File: config.mk
export PLATFORM = sky130hd
export DESIGN_NAME = clk_rst_seq
export DESIGN_NICKNAME = d
export VERILOG_FILES = /design/src/rtl/clk_rst_pkg.sv /design/src/rtl/sync_bit.sv /design/src/rtl/clk_rst_seq.sv
export SDC_FILE = /design/constraint.sdc
export NUM_CORES = 1
export LEC_CHECK = 0
export ABC_AREA = 0
export ABC_CLOCK_PERIOD_IN_PS = 3120
export CORE_AREA = 2 2 49 97
export DETAILED_ROUTE_END_ITERATION = 7
export DIE_AREA = 0 0 51 99
export HOLD_SLACK_MARGIN = 0.15
export PLACE_DENSITY_LB_ADDON = 0.05
export REMOVE_ABC_BUFFERS = 1
export SYNTH_ARGS = -nofsm -noshare
export SYNTH_HDL_FRONTEND = slang
export SYNTH_HIERARCHICAL = 1
export SYNTH_SLANG_ARGS = --single-unit
export TNS_END_PERCENT = 100
File: constraint.sdc
create_clock -name i_clk -period 3.12 [get_ports i_clk]
set_clock_uncertainty 0.15 [all_clocks]
set_input_delay 0.78 -clock i_clk [delete_from_list [all_inputs] [get_ports i_clk]]
set_output_delay 0.78 -clock i_clk [all_outputs]
set_load 0.02 [all_outputs]
File: src/rtl/clk_rst_pkg.sv
// rtl/clk_rst_pkg.sv - shared state encoding and width helper for the reset sequencer
package clk_rst_pkg;

  localparam int STATE_W = 2;

  typedef enum logic [STATE_W-1:0] {
    ST_WAIT_LOCK = 2'd0,
    ST_STABLE    = 2'd1,
    ST_RELEASE   = 2'd2,
    ST_RUN       = 2'd3
  } state_t;

  // Bits needed to hold 0..max_count-1, never less than one bit.
  function automatic int cnt_width(input int max_count);
    return (max_count <= 1) ? 1 : $clog2(max_count);
  endfunction

endpackage

File: src/rtl/sync_bit.sv
// rtl/sync_bit.sv - multi-flop synchronizer for a single asynchronous bit
module sync_bit #(
  parameter int STAGES = 2
) (
  input  logic i_clk,
  input  logic i_rst_n,
  input  logic i_d,
  output logic o_q
);

  logic [STAGES-1:0] r_sync;

  always_ff @(posedge i_clk) begin
    if (!i_rst_n) begin
      r_sync <= '0;
    end else begin
      r_sync <= {r_sync[STAGES-2:0], i_d};
    end
  end

  assign o_q = r_sync[STAGES-1];

endmodule

File: src/rtl/clk_rst_seq.sv
// rtl/clk_rst_seq.sv - PLL-lock qualified staggered reset release with run-time clock enable
module clk_rst_seq
  import clk_rst_pkg::*;
#(
  parameter int N_DOM       = 3,
  parameter int LOCK_CYCLES = 1024,
  parameter int STAGGER     = 16,
  parameter int SYNC_STAGES = 2,
  parameter int CE_DIV      = 8
) (
  input  logic               i_clk,
  input  logic               i_rst_n,
  input  logic               i_locked,
  input  logic               i_sw_rst,
  output logic [N_DOM-1:0]   o_rst,
  output logic               o_ready,
  output logic               o_ce,
  output logic [STATE_W-1:0] o_state
);

  localparam int CNT_W = cnt_width((LOCK_CYCLES > STAGGER) ? LOCK_CYCLES : STAGGER);
  localparam int CE_W  = cnt_width(CE_DIV);
  localparam int IDX_W = cnt_width(N_DOM);

  if (N_DOM < 1 || N_DOM > 8) begin : g_bad_n_dom
    $fatal(1, "clk_rst_seq: N_DOM must be 1..8");
  end
  if (LOCK_CYCLES < 1) begin : g_bad_lock
    $fatal(1, "clk_rst_seq: LOCK_CYCLES must be >= 1");
  end
  if (STAGGER < 1) begin : g_bad_stagger
    $fatal(1, "clk_rst_seq: STAGGER must be >= 1");
  end
  if (SYNC_STAGES < 2 || SYNC_STAGES > 4) begin : g_bad_sync
    $fatal(1, "clk_rst_seq: SYNC_STAGES must be 2..4");
  end
  if (CE_DIV < 2) begin : g_bad_ce
    $fatal(1, "clk_rst_seq: CE_DIV must be >= 2");
  end

  state_t             r_state, w_state_nxt;
  logic [CNT_W-1:0]   r_cnt, w_cnt_nxt;
  logic [IDX_W-1:0]   r_idx, w_idx_nxt;
  logic [CE_W-1:0]    r_ce_cnt, w_ce_cnt_nxt;
  logic [N_DOM-1:0]   r_rst, w_rst_nxt;
  logic               r_ready, w_ready_nxt;
  logic               w_locked_s;

  sync_bit #(.STAGES(SYNC_STAGES)) u_sync_locked (
    .i_clk  (i_clk),
    .i_rst_n(i_rst_n),
    .i_d    (i_locked),
    .o_q    (w_locked_s)
  );

  always_ff @(posedge i_clk) begin
    if (!i_rst_n) begin
      r_state  <= ST_WAIT_LOCK;
      r_cnt    <= '0;
      r_idx    <= '0;
      r_ce_cnt <= '0;
      r_rst    <= '1;
      r_ready  <= 1'b0;
    end else begin
      r_state  <= w_state_nxt;
      r_cnt    <= w_cnt_nxt;
      r_idx    <= w_idx_nxt;
      r_ce_cnt <= w_ce_cnt_nxt;
      r_rst    <= w_rst_nxt;
      r_ready  <= w_ready_nxt;
    end
  end

  // Lock loss outranks a software request; both restart with every domain held.
  always_comb begin
    w_state_nxt  = r_state;
    w_cnt_nxt    = r_cnt;
    w_idx_nxt    = r_idx;
    w_ce_cnt_nxt = r_ce_cnt;
    w_rst_nxt    = r_rst;
    w_ready_nxt  = r_ready;
    if (r_state == ST_WAIT_LOCK || !w_locked_s || i_sw_rst) begin
      w_cnt_nxt    = '0;
      w_idx_nxt    = '0;
      w_ce_cnt_nxt = '0;
      w_rst_nxt    = '1;
      w_ready_nxt  = 1'b0;
      w_state_nxt  = w_locked_s ? ST_STABLE : ST_WAIT_LOCK;
    end else begin
      case (r_state)
        ST_STABLE: begin
          if (r_cnt == CNT_W'(LOCK_CYCLES - 1)) begin
            w_state_nxt = ST_RELEASE;
            w_cnt_nxt   = '0;
            w_idx_nxt   = '0;
          end else begin
            w_cnt_nxt = r_cnt + 1'b1;
          end
        end
        ST_RELEASE: begin
          if (r_cnt == CNT_W'(STAGGER - 1)) begin
            w_cnt_nxt = '0;
            for (int i = 0; i < N_DOM; i++) begin
              if (r_idx == IDX_W'(i)) w_rst_nxt[i] = 1'b0;
            end
            if (r_idx == IDX_W'(N_DOM - 1)) begin
              w_state_nxt  = ST_RUN;
              w_idx_nxt    = '0;
              w_ready_nxt  = 1'b1;
              w_ce_cnt_nxt = '0;
            end else begin
              w_idx_nxt = r_idx + 1'b1;
            end
          end else begin
            w_cnt_nxt = r_cnt + 1'b1;
          end
        end
        ST_RUN: begin
          w_ce_cnt_nxt = (r_ce_cnt == CE_W'(CE_DIV - 1)) ? '0 : r_ce_cnt + 1'b1;
        end
        default: w_state_nxt = ST_WAIT_LOCK;
      endcase
    end
  end

  always_comb begin
    o_ce    = (r_state == ST_RUN) && (r_ce_cnt == CE_W'(CE_DIV - 1));
    o_state = r_state;
    o_rst   = r_rst;
    o_ready = r_ready;
  end

endmodule

==> metrics.md <==
| Metric | Value |
|---|---|
| Area Growth Syn to Fin | `18.5%` |
| Total CTS buffers | `3` |
| Area occupied by multi-input gates | `679 um2` |
| Post-synth EDFFs | `0` |
| Die H | `99 um` |
| Setup crit end kind | `output port` |
| # hold bufs at CTS | `0` |
| Post-CTS setup buffer count | `0` |
| Hold Path Class | `flop to flop` |
| Synth Cell Area | `1170 um2` |
| Routed len/inst | `14.1 um` |
| Initial antenna violation count | `0` |
| Syn_area_per_cell | `9.00 um2` |
| Final setup viols | `0` |
| Port Buf Inserts | `10` |
| Via density | `4.95` |
| Clk root buf | `clkbuf_8` |
| Clk sinks | `23` |
| Pins Over Slew Limit | `0` |
| Routability cong. | `0.688` |
| Row cnt | `34` |
| Max Clk Rate | `375 MHz` |
| DIE WIDTH | `51 um` |
| Setup CP Type | `flop to output port` |
| RSZ-0062 raised after global routing | `no` |
| Post_cts resized | `0` |
| Hold Startpoint | `o_rst[2]` |
| Fraction of registers with async set/reset | `0` |
| Min-Delay Path Depth | `2` |
| Worst-path clk slew | `0.08 ns` |
| Worst vdd ir | `0.000181 V` |
| R2r worst-path depth | `6` |
| Fin nets | `155` |
| Layout cell share with drive strength beyond 1 | `0.0909` |
| Power Density | `359 nW/um2` |
| Netlist cell types | `32` |
| FF+latch area | `460 um2` |
| HPWL after DPL | `2190 um` |
| Initial Utilization | `0.272` |
| DP Cell Count | `193` |
| Total Wirelength | `2770 um` |
| Final ANT Viol Nets | `0` |
| Tot GR Track Use | `0.121` |
| Setup WS pre-CTS | `0.738 ns` |
| DR DRC count | `0` |
| Final hold violation count | `0` |
| Leakage | `0.444 nW` |
| Synth area leaders | `dfxtp_1, ha_1, nor3_1` |
| Setup TNS | `0 ns` |
| Final WS setup | `0.454 ns` |
| Core footprint | `4300 um2` |
| Die ar. | `5050 um2` |
| Worst relative slew slack | `0.676` |
| H-tree levels | `1` |
| Diodes inserted | `0` |
| Seq/Total Area, Yosys | `0.394` |
| Clock Latency Late Sink | `0.26 ns` |
| Largest net degree at the start of global routing | `13` |
| Hold slack | `0.295 ns` |
| Total gr overflow | `0` |
| Tmin final | `2.67 ns` |
| Largest area contributor in the netlist | `dfxtp_1` |
| Final cell count without fillers | `197` |
| IO Count | `11` |
| Yosys top cell area share | `0.394` |
| Vias in the first global route | `1008` |
| Synth warnings | `6` |
| Maximum fanout along the worst path | `7` |
| Initial DRC Count | `5` |
| CTS tree | `done` |
| Clock tree buffer depth | `2` |
| RR Startpoint | `o_state[0]` |
| R2r setup slk | `0.96 ns` |
| Status | `complete, no violations` |
| Final period util | `0.854` |
| Reg2reg end | `r_ce_cnt[0]` |
| Crit path DAT | `1.74 ns` |
| Core Util, Final | `0.323` |
| Yosys reg bits | `23` |
| Synth Flop Type | `dfxtp_1` |
| Hold Path End | `o_rst[2]` |
| First-pass GRT wire length | `4690 um` |
| Worst EP required | `2.19 ns` |
| Maxcap violations | `0` |
| Fillers | `473` |
| Critical Path Source Type | `flop` |
| Pre-antenna DRT Iters | `4` |
| Slew @ Worst Pin | `0.484 ns` |
| Vias | `975` |
| Cells after Synth | `130` |
layer usage:
layer / GRT usage / vias to the layer above / wire, um
li1: - / 493 / -
met1: 0.119 / 476 / 1060
met2: 0.240 / 4 / 1650
met3: 0.0136 / 2 / 31
met4: 0.0499 / 0 / 31
met5: 0 / - / 0
state kept, by name (all words and copies together), names as in the netlist:
register,count
r_idx,2
r_ce_cnt,3
r_cnt,10
o_state,2
u_sync_locked/r_sync,2
o_ready,1
o_rst,3
final cells by class:
type	count	area share
Sequential cell	23	0.332
Timing Repair Buffer	12	0.0830
Tap cell	54	0.0487
Inverter	5	0.0135
Clock buffer	4	0.0325
Multi-Input combinational cell	99	0.490
worst max path at each step:
| stage | cells past startpoint | from | endpoint |
|---|---|---|---|
| floorplan | 5 | o_state[1] | r_ce_cnt[0] |
| global placement | 3 | o_state[0] | o_ce |
| detailed placement | 5 | i_sw_rst | r_cnt[9] |
| CTS | 3 | o_state[0] | o_ce |
| global route | 3 | o_state[1] | o_ce |
| finish | 3 | o_state[0] | o_ce |
metrics by stage:
step	total power, mW	instance area [um2]
after floorplan	0.308	1160
after global placement	0.315	1340
after detailed placement	0.315	1340
after CTS	0.509	1390
after global routing	0.523	1390
final	0.498	1390
power by group:
group	switching (mW)	leakage, nW	total, mW	internal (mW)
Sequential	0.000885	0.186	0.296	0.295
Combinational	0.00544	0.236	0.0123	0.00685
Clock	0.0992	0.0228	0.190	0.0912
cell usage in the layout, fill, tap and decap left out, types with 2 or more instances in the layout:
cell type	synthesis	layout
o21ai_0	4	4
o21a_1	3	3
o31ai_1	2	2
dfxtp_1	23	23
xor2_1	4	4
nor2_1	6	6
nand4_1	3	3
clkdlybuf4s50_1	0	10
ha_1	7	7
nand2_1	14	14
nand3_1	8	8
and2_1	3	3
and3_1	2	2
a21oi_2	2	2
xnor2_1	5	5
a21o_2	3	3
mux2i_1	2	2
clkbuf_8	0	3
a21oi_1	7	7
buf_4	0	2
inv_1	5	5
nor3_1	12	12
logic make-up after synthesis:
family,Yosys count,synth area share
fa+ha+maj,7,0.0749
mux,2,0.0171
xor+xnor,9,0.0674
buf+inv,8,0.0257
simple gates,56,0.270
flops,23,0.394
compound gates,25,0.152
cell usage after synthesis, drive strengths merged (3+ instances only):
cell and n:
a21o 3, a21oi 9, and2 3, clkbuf 3, dfxtp 23, ha 7, inv 5, nand2 14
nand3 8, nand4 4, nor2 6, nor3 12, o21a 3, o21ai 4, xnor2 5, xor2 4
worst max-delay path: stages, from the launching register on:
cell and delay [ns]:
dfxtp_1 0.41, ha_1 0.31, and2_1 0.16, clkdlybuf4s50_1 0.59
Power figures use the tool's default switching activity.
